## config.mk

```make
export PLATFORM = sky130hd
export DESIGN_NAME = dec_scan_n
export DESIGN_NICKNAME = d
export VERILOG_FILES = /design/src/rtl/dec_scan_n_pkg.sv /design/src/rtl/dec_scan_n_dec.sv /design/src/rtl/dec_scan_n.sv
export SDC_FILE = /design/constraint.sdc
export NUM_CORES = 1
export LEC_CHECK = 0
export BUFFER_PORTS_ARGS = -buffer_cell sky130_fd_sc_hd__buf_2
export CORE_AREA = 2 2 39 41
export DETAILED_ROUTE_END_ITERATION = 8
export DIE_AREA = 0 0 41 43
export PLACE_DENSITY = 0.78
export SLEW_MARGIN = 20
export SYNTH_ARGS = -nofsm -noshare
export SYNTH_HDL_FRONTEND = slang
export SYNTH_SLANG_ARGS = --single-unit
```

## constraint.sdc

```tcl
create_clock -name clk -period 1.9 [get_ports clk]
set_clock_uncertainty 0.1 [all_clocks]
set_input_delay 0 -clock clk [delete_from_list [all_inputs] [get_ports clk]]
set_output_delay 0 -clock clk [all_outputs]
set_load 0.02 [all_outputs]
```

## src/rtl/dec_scan_n_pkg.sv

```systemverilog
// Shared types and constants for the one-hot decoder / scanner.
package dec_pkg;

    typedef enum logic [1:0] {
        IDLE = 2'd0,
        HOLD = 2'd1,
        SCAN = 2'd2
    } state_t;

    localparam logic MODE_DECODE = 1'b0;
    localparam logic MODE_SCAN   = 1'b1;

endpackage

```

## src/rtl/dec_scan_n_dec.sv

```systemverilog
// Combinational N-to-2^N one-hot decoder with output enable.
module dec_n #(
    parameter int N = 3
) (
    input  logic          en,
    input  logic [N-1:0]  in,
    output logic [2**N-1:0] out
);

    always_comb begin
        out = '0;
        if (en) begin
            out[in] = 1'b1;
        end
    end

endmodule

```

## src/rtl/dec_scan_n.sv

```systemverilog
// One-hot decoder that either holds a handshaken index (DECODE) or
// auto-steps the hot bit across all outputs, DWELL cycles per step (SCAN).
module dec_scan_n
    import dec_pkg::*;
#(
    parameter int N     = 3,
    parameter int DWELL = 4
) (
    input  logic            clk,
    input  logic            rst,
    input  logic            en,
    input  logic            mode,
    input  logic            sel_valid,
    input  logic [N-1:0]    sel,
    output logic            sel_ready,
    output logic [2**N-1:0] o,
    output logic [N-1:0]    idx,
    output logic            wrap,
    output logic [1:0]      state_dbg
);

    localparam int CW = $clog2(DWELL + 1);
    localparam logic [CW-1:0] CNT_LAST = CW'(DWELL - 1);
    localparam logic [N-1:0]  IDX_LAST = {N{1'b1}};

    state_t        state_q, state_d;
    logic [N-1:0]  idx_q, idx_d;
    logic [CW-1:0] cnt_q, cnt_d;
    logic          wrap_q, wrap_d;

    // Handshake: sel is taken on a rising edge where sel_valid & sel_ready are
    // both high; sel_ready never depends on sel_valid, so one accept per cycle.
    assign sel_ready = en & (mode == MODE_DECODE) & (state_q != SCAN);

    always_comb begin
        state_d = state_q;
        idx_d   = idx_q;
        cnt_d   = '0;
        wrap_d  = 1'b0;
        if (!en) begin
            state_d = IDLE;
        end else if (mode == MODE_DECODE) begin
            if (state_q == SCAN) begin
                state_d = IDLE;
            end else if (sel_valid && sel_ready) begin
                state_d = HOLD;
                idx_d   = sel;
            end
        end else if (state_q != SCAN) begin
            // Entering SCAN resumes from whatever index is already held.
            state_d = SCAN;
        end else if (cnt_q == CNT_LAST) begin
            idx_d  = idx_q + N'(1);
            wrap_d = (idx_q == IDX_LAST);
        end else begin
            cnt_d = cnt_q + CW'(1);
        end
    end

    always_ff @(posedge clk) begin
        if (rst) begin
            state_q <= IDLE;
            idx_q   <= '0;
            cnt_q   <= '0;
            wrap_q  <= 1'b0;
        end else begin
            state_q <= state_d;
            idx_q   <= idx_d;
            cnt_q   <= cnt_d;
            wrap_q  <= wrap_d;
        end
    end

    dec_n #(.N(N)) u_dec (
        .en  (state_q != IDLE),
        .in  (idx_q),
        .out (o)
    );

    assign idx       = idx_q;
    assign wrap      = wrap_q;
    assign state_dbg = state_q;

endmodule

```

==> flow_summary.rst <==
.. list-table::
   :header-rows: 1

   * - Metric
     - Value
   * - Clock sinks
     - 9
   * - Switching share of total power
     - 0.271
   * - Relative contribution of combinational cells to total power
     - 0.168
   * - Nets
     - 101
   * - Post-synthesis xor/xnor area fraction
     - 0
   * - Power Internal
     - 0.000308 W
   * - Fillers
     - 130
   * - Number of storage elements in the synthesis netlist
     - 9
   * - Synthesized-area fraction occupied by ao, oa, aoi and oai cells
     - 0.132
   * - Multi-input gate area
     - 312 um^2
   * - Met1 routing resource usage after global routing
     - 0.170
   * - GPL Wtd Cong
     - 0.781
   * - Switch Pwr
     - 0.000114 W
   * - Count of unresolved DRC violations after routing
     - 0
   * - Result of the run
     - completed
   * - Synthesis Warnings
     - 0
   * - Unrepaired setup endpoints after global routing
     - false
   * - Mean area per synthesized cell
     - 8.97 um^2
   * - Post-layout minimum cycle time
     - 1.50 ns
   * - Type of the worst setup path
     - reg2reg
   * - Antenna violation net count after detailed routing
     - 0
   * - Most common library cell in the layout ignoring fill and taps
     - sky130_fd_sc_hd__buf_2
   * - Count of distinct cell types in the synthesized netlist
     - 21
   * - Port buffer count
     - 22
   * - Category of the worst setup path launch point
     - flip-flop
   * - Worst path arrival time
     - 1.58 ns
   * - Max IR drop VDD
     - 0.381 mV
   * - Post-synthesis adder-cell area fraction
     - 0.0962
   * - CP max stage delay
     - 0.35 ns
   * - Clock slew at reported path FFs
     - 0.06 ns
   * - Area grow syn2layout
     - 37.0%
   * - Worst-margin pin slew
     - 0.404 ns
   * - Count of endpoints failing hold in the final timing report
     - 0
   * - Pin count of the biggest net entering global routing
     - 10
   * - Proportion of power drawn by the clock network
     - 0.354
   * - Reg area
     - 180 um^2
   * - Post-synthesis instance total
     - 58
   * - Total number of vias
     - 506
   * - Global-route track usage on met2
     - 0.234
   * - Synthesized-area fraction occupied by and/or/nand/nor cells
     - 0.288
   * - Global route total overflow
     - 0
   * - Buffers from clock root to sink, at most
     - 2
   * - Via/cell ratio
     - 4.87
   * - Global route hottest layer
     - met2
   * - Tightest Hold Check Type
     - in2reg
   * - Power share of the sequential group
     - 0.478
   * - Wire length reported by the detailed router
     - 1.10 mm
   * - Later-pin clock latency in the skew report
     - 0.26 ns
   * - Die footprint
     - 1760 um^2
   * - Total routing resource utilization after global routing
     - 0.146
   * - Cell Chain, Critical Path
     - ha_1, ha_1, nand2_1, mux2i_4, a21oi_1, a311oi_1
   * - Data required time at the worst endpoint
     - 1.97 ns
   * - TritonCTS Buffers
     - 3
   * - Number of global-route vias before repair
     - 454
   * - Power per cell area
     - 593 nW/um^2
   * - Fin. max-slew vios
     - 0
   * - Number of antenna violations at the first check in global routing
     - 0
   * - Nature of the critical path endpoint
     - flip-flop
   * - Placed wire-length estimate after detailed placement
     - 847 um
   * - CP max FO
     - 6
   * - Most frequent cell on the critical path
     - sky130_fd_sc_hd__ha_1
   * - TritonCTS clock tree
     - yes
   * - Global-route wire length before repair
     - 1.75 mm
   * - Lkg Pwr
     - 0.330 nW
   * - WL/cell
     - 10.5 um
   * - Row count
     - 14
   * - Combinational family with the most area after synthesis
     - simple AND/OR/NAND/NOR gates
   * - Num ports
     - 23
   * - Synthesized area
     - 520 um^2
   * - Overall power consumption
     - 0.000423 W
   * - Die extent in y
     - 43 um
   * - Top achievable clock speed
     - 0.666 GHz
   * - Slowest cell on the critical path
     - sky130_fd_sc_hd__dfxtp_1
   * - Post-Syn Nets
     - 70
   * - Commonest cells after routing, fill and taps aside
     - sky130_fd_sc_hd__buf_2, sky130_fd_sc_hd__dfxtp_1, sky130_fd_sc_hd__nor2_1
   * - Share of synthesized area occupied by flip-flops and latches
     - 0.346
   * - Die X
     - 41 um
   * - Met3 routing resource usage after global routing
     - 0.0157
   * - Number of setup buffers added after CTS
     - 0
   * - Max transition margin
     - 0.728
   * - Mux cell area share after synthesis
     - 0.0817
   * - Total Neg Setup Slack
     - 0 ns
   * - Number of max-cap violations
     - 0
   * - Total setup violations reported at the end of the flow
     - 0
   * - H-tree depth
     - 1
   * - Fraction of layout cells with a size suffix above 1
     - 0.375
   * - Starting utilization of the core area
     - 0.376
   * - First-pass detailed-route iteration total
     - 3
   * - Number of antenna diodes
     - 0
   * - Placeable core region
     - 1380 um^2
   * - Iteration-0 DRC Markers
     - 3
   * - Clock root buffer
     - sky130_fd_sc_hd__clkbuf_4
   * - Period utilization
     - 0.791
worst max-delay path: cells and delay by family (launching register included):
family | cells | cell delay [ns]
adder cells (fa/ha/maj) | 2 | 0.32
flip-flops | 1 | 0.35
AO/OA/AOI/OAI | 2 | 0.34
multiplexers | 1 | 0.21
AND/OR/NAND/NOR | 1 | 0.09
final timing paths:
path / start / end / slack (ns) / cells after the start
max reg2reg: cnt_q[0]$_SDFF_PP0_ / idx[0]$_SDFFE_PP0P_ / 0.40 / 6
min: sel[0] / idx[0]$_SDFFE_PP0P_ / 0.008 / 3
min reg2reg: cnt_q[0]$_SDFF_PP0_ / cnt_q[0]$_SDFF_PP0_ / 0.33 / 1
max: cnt_q[0]$_SDFF_PP0_ / idx[0]$_SDFFE_PP0P_ / 0.40 / 6
flip-flops by register name, summed over array words and instances (netlist names):
name and count:
state_dbg 2, cnt_q 3, wrap 1, idx 3
metrics by stage:
stage	hold slack, ns	util	instance area, um^2	instances	setup slack [ns]
global route	0.0289	0.515	713	104	0.248
global placement	0.109	0.460	637	95	0.437
detailed placement	0.110	0.460	637	95	0.390
floorplan	-0.0279	-	520	58	0.436
finish	0.00844	0.515	713	104	0.398
CTS	0.0156	0.515	713	104	0.381
cell usage after synthesis:
| cell type | n | share of area |
|---|---|---|
| sky130_fd_sc_hd__mux2i_4 | 1 | 0.043 |
| sky130_fd_sc_hd__o21bai_1 | 1 | 0.014 |
| sky130_fd_sc_hd__nand2b_1 | 3 | 0.036 |
| sky130_fd_sc_hd__a21oi_1 | 5 | 0.048 |
| sky130_fd_sc_hd__inv_1 | 4 | 0.029 |
| sky130_fd_sc_hd__nor2_2 | 3 | 0.036 |
| sky130_fd_sc_hd__ha_1 | 4 | 0.096 |
| sky130_fd_sc_hd__clkbuf_8 | 1 | 0.026 |
| sky130_fd_sc_hd__a311oi_1 | 3 | 0.050 |
| sky130_fd_sc_hd__mux2i_1 | 2 | 0.038 |
| sky130_fd_sc_hd__nand2_1 | 4 | 0.029 |
| sky130_fd_sc_hd__nor3_1 | 4 | 0.038 |
| sky130_fd_sc_hd__and3_2 | 1 | 0.014 |
| sky130_fd_sc_hd__dfxtp_1 | 9 | 0.35 |
| sky130_fd_sc_hd__nand2b_2 | 1 | 0.017 |
| sky130_fd_sc_hd__nand3b_1 | 1 | 0.014 |
| sky130_fd_sc_hd__or3_4 | 1 | 0.022 |
| sky130_fd_sc_hd__or2_1 | 1 | 0.012 |
| sky130_fd_sc_hd__nor2_1 | 6 | 0.043 |
| sky130_fd_sc_hd__o21ai_0 | 2 | 0.019 |
| sky130_fd_sc_hd__nand2b_4 | 1 | 0.026 |
timing repair:
action / in CTS / in global routing
gates resized for setup: 0 / 0
hold endpoints to repair: 5 / 0
hold buffers: 5 / 0
per-layer routing:
| metal | share of wire | routed length [um] |
|---|---|---|
| met1 | 0.39 | 432 |
| met2 | 0.53 | 576 |
| met3 | 0.048 | 53 |
| met4 | 0.032 | 35 |
| met5 | 0 | 0 |
power by group through the flow:
stage | clock (W) | combinational [W] | sequential, W
after floorplan | 0 | 0.0000379 | 0.000210
after global placement | 0 | 0.0000621 | 0.000206
after detailed placement | 0 | 0.0000634 | 0.000206
after CTS | 0.000154 | 0.0000709 | 0.000202
after global routing | 0.000158 | 0.0000783 | 0.000203
final | 0.000150 | 0.0000710 | 0.000202
kinds of logic (layout without fill, tap and decap cells):
kind of cell,after synthesis,in the layout
multiplexers,3,3
AND/OR/NAND/NOR,26,26
adder cells (fa/ha/maj),4,4
flip-flops,9,9
buffers and inverters,5,35
AO/OA/AOI/OAI,11,11
cell type report:
class | count | share of cell area
clock buffer | 4 | 0.0368
inverter | 4 | 0.0211
multi-input combinational | 44 | 0.437
sequential | 9 | 0.253
tap | 16 | 0.0281
timing repair buffer | 27 | 0.225
Note: power is estimated with default switching activity, not from simulation.
